==> config.mk <==
export PLATFORM = sky130hd
export DESIGN_NAME = seven_seg_scan_ctrl
export DESIGN_NICKNAME = d
export VERILOG_FILES = /design/src/rtl/seven_seg_scan_ctrl.sv
export SDC_FILE = /design/constraint.sdc
export NUM_CORES = 1
export LEC_CHECK = 0
export CORE_AREA = 2 2 98 100
export CTS_CLUSTER_SIZE = 28
export DETAILED_ROUTE_END_ITERATION = 6
export DIE_AREA = 0 0 100 102
export MAX_ROUTING_LAYER = met4
export SYNTH_ARGS = -nofsm -noshare
export SYNTH_HDL_FRONTEND = slang
export SYNTH_SLANG_ARGS = --single-unit
==> constraint.sdc <==
create_clock -name clk -period 3.4 [get_ports clk]
set_clock_uncertainty 0.15 [all_clocks]
set_input_delay 0.68 -clock clk [delete_from_list [all_inputs] [get_ports clk]]
set_output_delay 0.68 -clock clk [all_outputs]
set_load 0.005 [all_outputs]
==> src/rtl/seven_seg_scan_ctrl.sv <==
// ---------------------------------------------------------------------------
// seven_seg_scan_ctrl
//
// Time-multiplexed scan controller for a 4-digit common-anode seven-segment
// display that shares one HEX decoder across all digits. A prescaler produces
// a refresh tick every DIV clocks; each tick advances the digit index. New
// display data is captured into a shadow register on `load` and is moved into
// the active register only at a frame wrap, so a frame is never torn.
//
// Ports
//   clk          in   1   clock, rising edge
//   rst          in   1   synchronous active-high reset
//   load         in   1   one-cycle strobe capturing data_in/dots_in
//   data_in      in  16   four hex nibbles, digit 0 = bits[3:0]
//   dots_in      in   4   decimal point per digit, bit k = digit k
//   lz_blank_en  in   1   leading-zero blanking enable (live)
//   hex_out      out  4   nibble of the current digit
//   dot_out      out  1   decimal point of the current digit
//   blank        out  1   current digit slot is blanked
//   an_n         out  4   active-low one-hot digit select, 4'b1111 if blanked
//   frame_done   out  1   one-cycle pulse when the index wraps to digit 0
//   pending      out  1   shadow data waiting for the next frame boundary
// ---------------------------------------------------------------------------
module seven_seg_scan_ctrl #(
    parameter int unsigned DIV = 4
) (
    input  logic        clk,
    input  logic        rst,
    input  logic        load,
    input  logic [15:0] data_in,
    input  logic [3:0]  dots_in,
    input  logic        lz_blank_en,
    output logic [3:0]  hex_out,
    output logic        dot_out,
    output logic        blank,
    output logic [3:0]  an_n,
    output logic        frame_done,
    output logic        pending
);

    localparam logic [15:0] DIV_M1 = 16'(DIV - 1);

    // Mask of "this nibble and every more-significant nibble is zero".
    function automatic logic [3:0] upper_zero_mask(input logic [15:0] d);
        logic [3:0] m;
        m[3] = (d[15:12] == 4'h0);
        m[2] = m[3] & (d[11:8] == 4'h0);
        m[1] = m[2] & (d[7:4] == 4'h0);
        m[0] = m[1] & (d[3:0] == 4'h0);
        return m;
    endfunction

    logic [15:0] cnt_q,     cnt_d;
    logic [1:0]  idx_q,     idx_d;
    logic [15:0] active_q,  active_d;
    logic [3:0]  adots_q,   adots_d;
    logic [15:0] shadow_q,  shadow_d;
    logic [3:0]  sdots_q,   sdots_d;
    logic        pending_q, pending_d;
    logic        fdone_q,   fdone_d;

    logic        tick_s;
    logic        wrap_s;
    logic [3:0]  uz_mask_s;

    assign tick_s = (cnt_q == DIV_M1);
    assign wrap_s = tick_s & (idx_q == 2'd3);

    // Next-state logic for prescaler, digit index and the shadow/active pair.
    always_comb begin
        cnt_d     = cnt_q;
        idx_d     = idx_q;
        active_d  = active_q;
        adots_d   = adots_q;
        shadow_d  = shadow_q;
        sdots_d   = sdots_q;
        pending_d = pending_q;
        fdone_d   = wrap_s;

        if (tick_s) begin
            cnt_d = 16'd0;
            idx_d = idx_q + 2'd1;
        end else begin
            cnt_d = cnt_q + 16'd1;
        end

        if (load) begin
            shadow_d = data_in;
            sdots_d  = dots_in;
        end else begin
            shadow_d = shadow_q;
            sdots_d  = sdots_q;
        end

        // A load landing on the wrap tick bypasses the shadow so the new
        // frame already shows it; otherwise a waiting shadow is promoted.
        if (wrap_s && load) begin
            active_d  = data_in;
            adots_d   = dots_in;
            pending_d = 1'b0;
        end else if (wrap_s && pending_q) begin
            active_d  = shadow_q;
            adots_d   = sdots_q;
            pending_d = 1'b0;
        end else if (load) begin
            pending_d = 1'b1;
        end else begin
            pending_d = pending_q;
        end
    end

    // State registers with synchronous reset.
    always_ff @(posedge clk) begin
        if (rst) begin
            cnt_q     <= 16'd0;
            idx_q     <= 2'd0;
            active_q  <= 16'd0;
            adots_q   <= 4'd0;
            shadow_q  <= 16'd0;
            sdots_q   <= 4'd0;
            pending_q <= 1'b0;
            fdone_q   <= 1'b0;
        end else begin
            cnt_q     <= cnt_d;
            idx_q     <= idx_d;
            active_q  <= active_d;
            adots_q   <= adots_d;
            shadow_q  <= shadow_d;
            sdots_q   <= sdots_d;
            pending_q <= pending_d;
            fdone_q   <= fdone_d;
        end
    end

    assign uz_mask_s = upper_zero_mask(active_q);

    // Digit mux and blanking decode straight from the registers.
    always_comb begin
        hex_out = 4'h0;
        dot_out = 1'b0;
        blank   = 1'b0;
        an_n    = 4'b1111;

        case (idx_q)
            2'd0:    hex_out = active_q[3:0];
            2'd1:    hex_out = active_q[7:4];
            2'd2:    hex_out = active_q[11:8];
            2'd3:    hex_out = active_q[15:12];
            default: hex_out = 4'h0;
        endcase
        dot_out = adots_q[idx_q];

        // Digit 0 is never blanked so a zero value still shows "0".
        if (lz_blank_en && (idx_q != 2'd0) && uz_mask_s[idx_q] && !adots_q[idx_q]) begin
            blank = 1'b1;
        end else begin
            blank = 1'b0;
        end

        if (blank) begin
            an_n = 4'b1111;
        end else begin
            an_n = ~(4'b0001 << idx_q);
        end
    end

    assign frame_done = fdone_q;
    assign pending    = pending_q;

endmodule

==> summary.txt, run 1 <==
Route
  • Via count: slightly below 2k
  • # DRC: 0
  • Routed vias/inst: 4.66
  • TritonRoute pass-1 iters: 5
  • Routed len/inst: 13.1 um
  • Final ANT Viol Nets: 0
  • DR iter-0 viols: between 60 and 70
  • Final wirelength: 5470 um

Timing
  • Setup TNS Final: 0 ps
  • FMAX: 309 MHz
  • RSZ-0062 raised after global routing: false
  • Max-slew headroom: 59.2%
  • Setup violators final: 0
  • Final Max Slew Viols: 0
  • Final hold vios: 0
  • Worst slew pin tran: 612 ps
  • Fin crit share: 95.2%
  • Min Tclk post-route: 3240 ps

Yosys
  • Sequential-to-total area share from yosys stat: between 40% and 50%
  • Yosys warns: 0
  • Largest family of logic cells by synthesized area: simple AND/OR/NAND/NOR gates
  • Post-synth top cells: dfxtp_1, nor2_1, mux2i_1
  • Mapped Nets: 296
  • EDFF count, synth: 0
  • Mux contribution to synthesized area: 18.5%
  • Synth Area in XOR/XNOR: ~5.0%
  • Syn avg cell area: 9.94 sq um
  • Netlist cell types: 34
  • Simple-gate share of the synthesized area: 19.7%
  • Synth area leader: dfxtp_1
  • Top-count cell post-synth: dfxtp_1
  • Post-synthesis async set-or-reset flop share: 0%
  • Cells after synthesis: between 200 and 300
  • Top cells by area, synth: dfxtp_1, mux2i_1, nor2_1, mux2_4, xnor2_1
  • Synth Flop Type: dfxtp_1
  • Compound-Gate Fraction of Synth Area: 4.90%
  • Yosys reg bits: 60
  • Mapped Area: 2650 sq um
  • Yosys top cell area share: 45.3%
  • Post-Synth Adder-Cell Area: 2.36%

Power and ir drop
  • Total power: 1550 uW
  • VDD IR-drop max: 203 uV
  • Leak pwr: approximately 0.0013 uW
  • PwrDens: 469 nW/um^2

Clock network
  • Worst-Skew Late Latency: 330 ps
  • CTS sink cnt: 60
  • Post_cts resized: 0
  • TritonCTS buffer count: 9
  • Clock Path Buffers: 2
  • Hold Buf Count CTS: 0
  • # Post-CTS Setup Buffers: 0
  • Clk slew on worst S/H paths: 70 ps
  • H-Tree Depth: 3
  • CTS root buffer: clkbuf_8
  • CTS tree: built

Worst setup path
  • Crit Path Max Fanout: 7
  • CP Data Arrival Time: 2410 ps
  • Critical R2R Launch: cnt_q[0]
  • Critical path launch point: idx_q[0]
  • CP startpoint kind: flop
  • Critical Path End Type: primary output
  • WS Path Type: reg2out
  • Required time of the worst setup path: 2570 ps

Worst hold path
  • Worst hold path class: reg2reg
  • Hold_sp: cnt_q[0]

Global route
  • Met1 usage: between 10 and 15%
  • Number of global-route vias before repair: 1878
  • Global-route wire length before repair: 9060 um
  • Most used routing layer in global routing: met2
  • Largest net degree at the start of global routing: 43
  • Total track usage: a little under an eighth
  • Initial antenna violation count: 0
  • Met2 Use GR: about 18%
  • Overflow after GRT: 0
  • Grt met3 use: 3.49%

Floorplanning
  • Core area: approximately 9000 sq um
  • Cell Rows: 35
  • DIE WIDTH: approximately 100 um
  • Chip height: 102 um
  • Die ar.: 10200 sq um
  • Initial Util: approximately 30%
  • Top Ports: 36

Cells and area
  • Cell area after layout: 3300 sq um
  • Final Net Count: 330
  • Area Growth Syn to Fin: 24.5%
  • Layout cell share with drive strength beyond 1: 12.7%
  • Fill cell count: between 900 and 1k
  • # diodes: 0

Placement
  • Placer's final routability congestion estimate: 0.844
  • Placed cell area: around 3100 sq um
  • Port Buffers: 35
  • HPWL after DPL: approximately 3700 um

Job
  • Max-cap check violation count: 0

Run status
  • Outcome: completed
where the power goes:
group	total [uW]	internal [uW]	switching, uW
clock	704	429	275
combinational	112	59.0	52.7
sequential	734	723	10.7
per-layer routing:
metal  routed length (um)  vias up
met4                   78        0
met2                 2410       63
li1                     -      982
met3                  308       10
met5                    0        -
met1                 2680      890
stage by stage:
stage	utilization, %	std cells	worst slack, ps	hold WS [ps]
floorplan	-	267	1170	268
global placement	33.9	401	301	281
detailed placement	33.9	401	306	294
CTS	36.3	417	150	303
global route	36.3	417	16.7	333
finish	36.3	417	164	305
registers in the layout, summed over array words and instances, names as in the netlist:
register and flops:
frame_done 1, cnt_q 16, shadow_q 16, sdots_q 4
active_q 16, idx_q 2, adots_q 4, pending 1
placed cells by master, fill, tap and decap left out:
master	n
bufinv_16	2
nor4_2	2
clkdlybuf4s50_1	35
nor4b_2	1
nand3b_4	1
nand2b_1	1
nor2b_1	17
xor2_1	2
clkbuf_8	10
a21oi_1	2
mux2_2	7
a2111o_1	1
mux2_4	10
mux4_2	1
buf_4	2
a211oi_1	1
mux2i_1	24
o32ai_1	1
nand4_1	4
ha_1	5
nor4_1	8
inv_1	11
a222oi_1	4
o21ai_0	6
clkinv_2	3
nor3_1	5
nand3b_1	1
a22oi_1	3
clkinv_1	1
clkbuf_1	1
nand2_1	9
xnor2_1	13
and4_1	1
dfxtp_1	60
nor2_1	45
nand3_1	6
area by class of cell:
cell class	count	area, sq um	area share [%]
tap	111	139	4.20
inverter	12	45.0	1.36
timing repair buffer	37	365	11.1
clock buffer	11	141	4.28
clock inverter	5	75.1	2.27
sequential	60	1200	36.3
multi-input combinational	181	1340	40.5
cell families (layout without fill, tap and decap cells):
family,count (synthesis),count (layout)
AO/OA/AOI/OAI,18,18
adder cells (fa/ha/maj),5,5
multiplexers,42,42
flip-flops,60,60
buffers and inverters,26,65
AND/OR/NAND/NOR,101,101
XOR/XNOR,15,15
critical path: stages (launching register included):
cell and delay (ps):
dfxtp_1 470, inv_1 100, ha_1 210, clkinv_1 150
nand3_1 110, a2111o_1 430, nand2_1 90, clkdlybuf4s50_1 500
path summary, 6_finish.rpt:
check | endpoint | slack [ps] | cells past startpoint
max reg2reg | active_q[12] | 1180 | 5
min reg2reg | cnt_q[0] | 310 | 1
min | cnt_q[0] | 310 | 1
max | an_n[2] | 160 | 7
No activity file was read; power rests on OpenSTA's default activity.
==> run 2, diff against run 1 <==
--- a/config.mk
+++ b/config.mk
@@ -5,10 +5,12 @@
 export SDC_FILE = /design/constraint.sdc
 export NUM_CORES = 1
 export LEC_CHECK = 0
-export CORE_AREA = 2 2 98 100
+export ABC_AREA = 1
+export CORE_AREA = 2 2 100 102
 export CTS_CLUSTER_SIZE = 28
 export DETAILED_ROUTE_END_ITERATION = 6
-export DIE_AREA = 0 0 100 102
+export DIE_AREA = 0 0 102 104
+export GPL_TIMING_DRIVEN = 0
 export MAX_ROUTING_LAYER = met4
 export SYNTH_ARGS = -nofsm -noshare
 export SYNTH_HDL_FRONTEND = slang
==> run 2 against run 1 <==
Against the previous run: clock power decreased by 16%; hold slack lost 6.5 ps; sequential cell count unchanged; first-iteration DRC count up 52%; clock-buffer cell count grew 1; critical path depth up 1; global-route usage rose by 2.9 points; sequential power about the same; critical path type is now in2out; highest routed layer unchanged.
==> summary.txt, run 2 <==
Route
  • Final ANT Viol Nets: 0 (unchanged)
  • DR iter-0 viols: 105 (was 69)
  • WL met3: 269 um (was 308 um)
  • Wl on met1: 3220 um (was 2680 um)
  • Via count: 2598 (was 1945)
  • Routed vias/inst: 4.39 (was 4.66)
  • Final wirelength: 6900 um (was 5470 um)
  • Uppermost layer routed: met4 (unchanged)
  • Met2 Routed Length: 3260 um (was 2410 um)
  • TritonRoute pass-1 iters: 4 (was 5)
  • # DRC: 0 (unchanged)
  • Routed len/inst: 11.7 um (was 13.1 um)

Placement
  • Placer's final routability congestion estimate: 0.920 (was 0.844)
  • Placed cell area: 3320 sq um (was 3090 sq um)
  • Port Buffers: 35 (unchanged)
  • Placed cell count: 576 (was 401)
  • HPWL after DPL: 5170 um (was 3730 um)

Timing
  • Worst slew pin tran: 598 ps (was 612 ps)
  • RSZ-0062 raised after global routing: false (unchanged)
  • Min Tclk post-route: 3150 ps (was 3240 ps)
  • Max-slew headroom: 60.1% (was 59.2%)
  • Final hold vios: 0 (unchanged)
  • Setup TNS Final: 0 ps (unchanged)
  • Setup violators final: 0 (unchanged)
  • FMAX: 318 MHz (was 309 MHz)
  • Final Max Slew Viols: 0 (unchanged)
  • Worst hold slack: 299 ps (was 305 ps)
  • Fin crit share: 92.6% (was 95.2%)

Yosys
  • EDFF count, synth: 0 (unchanged)
  • Synth area leader: dfxtp_1 (unchanged)
  • Yosys reg bits: 60 (unchanged)
  • Yosys top cell area share: 42.8% (was 45.3%)
  • Top cells by area, synth: dfxtp_1, nand2_1, nor2_1, inv_1, a21oi_1 (was dfxtp_1, mux2i_1, nor2_1, mux2_4, xnor2_1)
  • Cells after synthesis: 408 (was 267)
  • Syn avg cell area: 6.88 sq um (was 9.94 sq um)
  • Mapped Area: 2810 sq um (was 2650 sq um)
  • Mapped Nets: 437 (was 296)
  • Top-count cell post-synth: nand2_1 (was dfxtp_1)
  • Yosys warns: 0 (unchanged)
  • Sequential-to-total area share from yosys stat: 42.8% (was 45.3%)
  • Post-synth top cells: nand2_1, nor2_1, dfxtp_1, inv_1, a21oi_1 (was dfxtp_1, nor2_1, mux2i_1)
  • Synth Flop Type: dfxtp_1 (unchanged)
  • Post-synthesis async set-or-reset flop share: 0% (unchanged)
  • Netlist cell types: 30 (was 34)

Clock network
  • Clock Path Buffers: 2 (unchanged)
  • TritonCTS buffer count: 9 (unchanged)
  • Clk slew on worst S/H paths: 70 ps (about the same)
  • CTS sink cnt: 60 (unchanged)
  • # Post-CTS Setup Buffers: 0 (unchanged)
  • Worst-Skew Late Latency: 340 ps (was 330 ps)
  • CTS root buffer: clkbuf_8 (unchanged)
  • H-Tree Depth: 3 (unchanged)
  • CTS tree: built (unchanged)
  • Hold Buf Count CTS: 0 (unchanged)

Worst setup path
  • CP Buf/Inv Count: 3 (unchanged)
  • Crit Path Max Fanout: 3 (was 7)
  • Family with the most delay on the worst path: buffers and inverters (unchanged)
  • Worst path max stage delay: 500 ps (about the same)
  • Most used cell, CP: clkdlybuf4s50_1
  • Critical-path cell list: clkdlybuf4s50_1 -> nand4_1 -> nor3_2 -> nand3_1 -> nor2_2 -> inv_1 -> nand2_1 -> clkdlybuf4s50_1 (was inv_1 -> ha_1 -> clkinv_1 -> nand3_1 -> a2111o_1 -> nand2_1 -> clkdlybuf4s50_1)
  • Worst path slowest cell: clkdlybuf4s50_1 (unchanged)
  • WS Path Type: in2out (was reg2out)
  • CP Data Arrival Time: 2320 ps (was 2410 ps)
  • Critical Path End Type: primary output (unchanged)
  • Required time of the worst setup path: 2570 ps (about the same)
  • CP startpoint kind: primary input (was flop)

Global route
  • Overflow after GRT: 0 (unchanged)
  • Number of global-route vias before repair: 2592 (was 1878)
  • Largest net degree at the start of global routing: 11 (was 43)
  • Global-route wire length before repair: 11900 um (was 9060 um)
  • Initial antenna violation count: 0 (unchanged)
  • Total track usage: 14.7% (was 11.8%)

Cells and area
  • Cell area after layout: 3540 sq um (was 3300 sq um)
  • Largest regs: active_q x16, cnt_q x16, shadow_q x16 (unchanged)
  • # diodes: 0 (unchanged)
  • Area Growth Syn to Fin: 26.0% (was 24.5%)
  • Layout cell share with drive strength beyond 1: 9.37% (was 12.7%)
  • Non-Filler Instances: 592 (was 417)
  • Final Net Count: 483 (was 330)
  • Commonest non-fill, non-tap cell in the layout: nand2_1 (was dfxtp_1)
  • Commonest cells after routing, fill and taps aside: nand2_1, nor2_1, inv_1, dfxtp_1, a21oi_1 (was dfxtp_1, nor2_1, clkdlybuf4s50_1, mux2i_1, nor2b_1)

Floorplanning
  • DIE WIDTH: 102 um (was 100 um)
  • Core area: 9550 sq um (was 9110 sq um)
  • Chip height: 104 um (was 102 um)
  • Top Ports: 36 (unchanged)
  • Cell Rows: 36 (was 35)
  • Die ar.: 10600 sq um (was 10200 sq um)
  • Initial Util: 29.4% (was 29.1%)

Worst hold path
  • Worst hold path class: reg2reg (unchanged)

Power and ir drop
  • VDD IR-drop max: 176 uV (was 203 uV)
  • PwrDens: 424 nW/um^2 (was 469 nW/um^2)
  • Leak pwr: 0.00153 uW (was 0.00130 uW)

Run status
  • Outcome: completed (unchanged)

Job
  • Max-cap check violation count: 0 (unchanged)
[run 2: metrics by stage]
stage	setup WS, ps	total power [uW]	utilization (%)
3_5_place_dp	240	921	34.8
4_1_cts	60.6	1520	36.8
2_1_floorplan	1100	839	-
6_report	253	1500	37.0
3_3_place_gp	226	918	34.8
5_1_grt	19.7	1570	37.0
[run 2: kinds of logic after synthesis]
family | Yosys count | synth area share, %
flops | 60 | 42.8
xor+xnor | 3 | 0.936
mux | 1 | 0.357
fa+ha+maj | 5 | 2.23
compound gates | 81 | 15.2
buf+inv | 78 | 11.0
simple gates | 180 | 27.5
[run 2: what timing repair did]
action                                 CTS  global route
pin swaps                                0             2
gates resized for setup                  1             8
endpoints found under the hold margin    0             0
setup endpoints to repair                3             4
cloned                                   0             0
[run 2: final timing paths]
kind / from / end / slack [ps] / depth (start not counted)
max: lz_blank_en / an_n[3] / 250 / 8
min reg2reg: cnt_q[0] / cnt_q[0] / 300 / 1
min: cnt_q[0] / cnt_q[0] / 300 / 1
max reg2reg: cnt_q[0] / active_q[14] / 1520 / 9
[run 2: report_power, final]
group | total (uW) | internal (uW) | switching (uW)
registers | 733 | 723 | 9.78
logic | 176 | 84.2 | 91.6
clock network | 592 | 320 | 272
[run 2: final cells by class]
class	instances	area, sq um
multi-input combinational	270	1320
inverter	64	240
clock buffer	12	165
fill	1078	6010
clock inverter	4	22.5
sequential	60	1210
buffer	14	67.6
timing repair buffer	35	350
tap	133	166
[run 2: metal layers]
metal	vias to the layer above	track usage, %
met5	-	-
met4	0	7.24
met3	8	3.29
met2	45	22.7
met1	1171	18.0
li1	1374	-
==> run 3, diff against run 2 <==
--- a/config.mk
+++ b/config.mk
@@ -12,6 +12,7 @@
 export DIE_AREA = 0 0 102 104
 export GPL_TIMING_DRIVEN = 0
 export MAX_ROUTING_LAYER = met4
+export REMOVE_ABC_BUFFERS = 1
 export SYNTH_ARGS = -nofsm -noshare
 export SYNTH_HDL_FRONTEND = slang
 export SYNTH_SLANG_ARGS = --single-unit
==> constraint.sdc (replaced) <==
create_clock -name clk -period 2.9 [get_ports clk]
set_clock_uncertainty 0.15 [all_clocks]
set_input_delay 0.58 -clock clk [delete_from_list [all_inputs] [get_ports clk]]
set_output_delay 0.58 -clock clk [all_outputs]
set_load 0.005 [all_outputs]
==> run 3 against run 2 <==
Against the previous run: combinational power up 11%; setup slack worse by 110 ps; sequential share of layout area up 0.44 points; sequential power up 17%; final area down 1.1%; total power up 21%.
==> summary.txt, run 3 (same netlist as run 2, synthesis figures left out) <==
Route
  • Final ANT Viol Nets: 0 (unchanged)
  • Routed len/inst: 10.9 um (was 11.7 um)
  • Routed vias/inst: 4.44 (was 4.39)
  • Via count: 2569 (was 2598)
  • Final wirelength: 6330 um (was 6900 um)
  • TritonRoute pass-1 iters: 4 (unchanged)
  • # DRC: 0 (unchanged)
  • DR iter-0 viols: 126 (was 105)

Placement
  • HPWL after DPL: 4460 um (was 5170 um)
  • Placer's final routability congestion estimate: 0.780 (was 0.920)
  • Port Buffers: 35 (unchanged)

Global route
  • Number of global-route vias before repair: 2402 (was 2592)
  • Initial antenna violation count: 0 (unchanged)
  • Total track usage: 13.0% (was 14.7%)
  • Global-route wire length before repair: 10800 um (was 11900 um)
  • Overflow after GRT: 0 (unchanged)
  • Largest net degree at the start of global routing: 32 (was 11)

Floorplanning
  • Core area: 9550 sq um (unchanged)
  • DIE WIDTH: 102 um (unchanged)
  • Chip height: 104 um (unchanged)
  • Top Ports: 36 (unchanged)
  • Initial Util: 29.4% (unchanged)
  • Die ar.: 10600 sq um (unchanged)
  • Cell Rows: 36 (unchanged)

Worst setup path
  • Required time of the worst setup path: 2170 ps (was 2570 ps)
  • Worst path slowest cell: clkdlybuf4s50_1 (unchanged)
  • WS Path Type: reg2out (was in2out)
  • CP Buf/Inv Count: 2 (was 3)
  • Worst path max stage delay: 530 ps (was 500 ps)
  • Crit Path Max Fanout: 7 (was 3)
  • CP Data Arrival Time: 2030 ps (was 2320 ps)
  • Critical-path cell list: ha_2 -> inv_1 -> o21ai_0 -> a221oi_1 -> a21oi_1 -> clkdlybuf4s50_1 (was clkdlybuf4s50_1 -> nand4_1 -> nor3_2 -> nand3_1 -> nor2_2 -> inv_1 -> nand2_1 -> clkdlybuf4s50_1)
  • Critical Path End Type: primary output (unchanged)
  • CP startpoint kind: flop (was primary input)
  • Family with the most delay on the worst path: buffers and inverters (unchanged)

Job
  • Max-cap check violation count: 0 (unchanged)

Clock network
  • Clk slew on worst S/H paths: 60 ps (was 70 ps)
  • TritonCTS buffer count: 9 (unchanged)
  • Clock Path Buffers: 2 (unchanged)
  • Hold Buf Count CTS: 0 (unchanged)
  • CTS root buffer: clkbuf_8 (unchanged)
  • CTS tree: built (unchanged)
  • CTS sink cnt: 60 (unchanged)
  • H-Tree Depth: 3 (unchanged)
  • Worst-Skew Late Latency: 330 ps (was 340 ps)

Cells and area
  • Commonest non-fill, non-tap cell in the layout: nand2_1 (unchanged)
  • Final Net Count: 470 (was 483)
  • Commonest cells after routing, fill and taps aside: nand2_1, nor2_1, dfxtp_1, inv_1, a21oi_1 (was nand2_1, nor2_1, inv_1, dfxtp_1, a21oi_1)
  • # diodes: 0 (unchanged)
  • Fill cell count: 1040 (was 1078)
  • Largest regs: active_q x16, cnt_q x16, shadow_q x16 (unchanged)
  • Area Growth Syn to Fin: 24.7% (was 26.0%)
  • Layout cell share with drive strength beyond 1: 9.19% (was 9.37%)

Timing
  • Final Max Slew Viols: 0 (unchanged)
  • RSZ-0062 raised after global routing: false (unchanged)
  • FMAX: 363 MHz
  • Min Tclk post-route: approximately 2800 ps
  • Setup violators final: 0 (unchanged)
  • Worst slew pin tran: 860 ps (was 598 ps)
  • Final hold vios: 0 (unchanged)
  • Max-slew headroom: 42.5% (was 60.1%)
  • Fin crit share: 95.1%
  • Worst hold slack: 298 ps (was 299 ps)

Worst hold path
  • Worst hold path class: reg2reg (unchanged)

Power and ir drop
  • VDD IR-drop max: 183 uV (was 176 uV)
  • Leak pwr: 0.00154 uW (was 0.00153 uW)
  • PwrDens: 518 nW/um^2 (was 424 nW/um^2)
  • Total power: 1810 uW (was 1500 uW)

Run status
  • Outcome: completed (unchanged)
==> run 3: cell types whose count changed in the layout (fill, tap and decap cells not counted), sizes merged <==
cell,change
clkbuf,-7
inv,-1
clkdlybuf4s50,-7
buf,-5
dlygate4sd2,+3
dlymetal6s2s,+3
bufinv,+1
==> run 3: report_power, final <==
group          switching (uW)  total [uW]  leakage [uW]  internal (uW)
Combinational             102         195      0.000945           93.7
Sequential               11.6         859      0.000490            848
Clock                     316         757      0.000102            441
==> run 3: area by class of cell <==
type | count | area (sq um) | area share, %
multi-input cells | 270 | 1320 | 37.7
flip-flops and latches | 60 | 1210 | 34.5
repair buffers | 36 | 357 | 10.2
well taps | 133 | 166 | 4.76
inverters | 64 | 244 | 6.97
clock buffers | 12 | 155 | 4.43
clock inverters | 4 | 47.5 | 1.36
==> run 3: routing by layer <==
metal  share of wire, %  up-vias  wire, um  global-route usage [%]
li1                   -     1356         -                       -
met1                 48     1158      3030                    16.1
met2                 46       44      2900                    20.5
met3                4.5       11       282                    3.70
met4                1.8        0       113                    4.29
met5                  0        -         0                       -
==> run 3: metrics by stage <==
stage	utilization [%]	worst slack, ps	instances	TNS (ps)	area [sq um]
floorplan	-	698	394	0	2740
global placement	34.1	-637	562	-12700	3260
detailed placement	34.1	-651	562	-13240	3260
CTS	36.6	-3.83	579	-6.56	3490
global route	36.6	2.89	579	0	3500
finish	36.6	143	579	0	3500
==> run 3: final timing paths <==
path | start | endpoint | slack (ps) | cells after the start
setup / recovery | idx_q[0] | hex_out[2] | 140 | 6
hold / removal | cnt_q[0] | cnt_q[0] | 300 | 1
setup reg to reg | cnt_q[0] | active_q[6] | 580 | 8
hold reg to reg | cnt_q[0] | cnt_q[0] | 300 | 1
==> run 3: what timing repair did <==
action	4_1_cts	5_1_grt
setup buffers	1	0
pin swaps	1	1
resized for setup	17	7
endpoints found under the setup margin	26	25
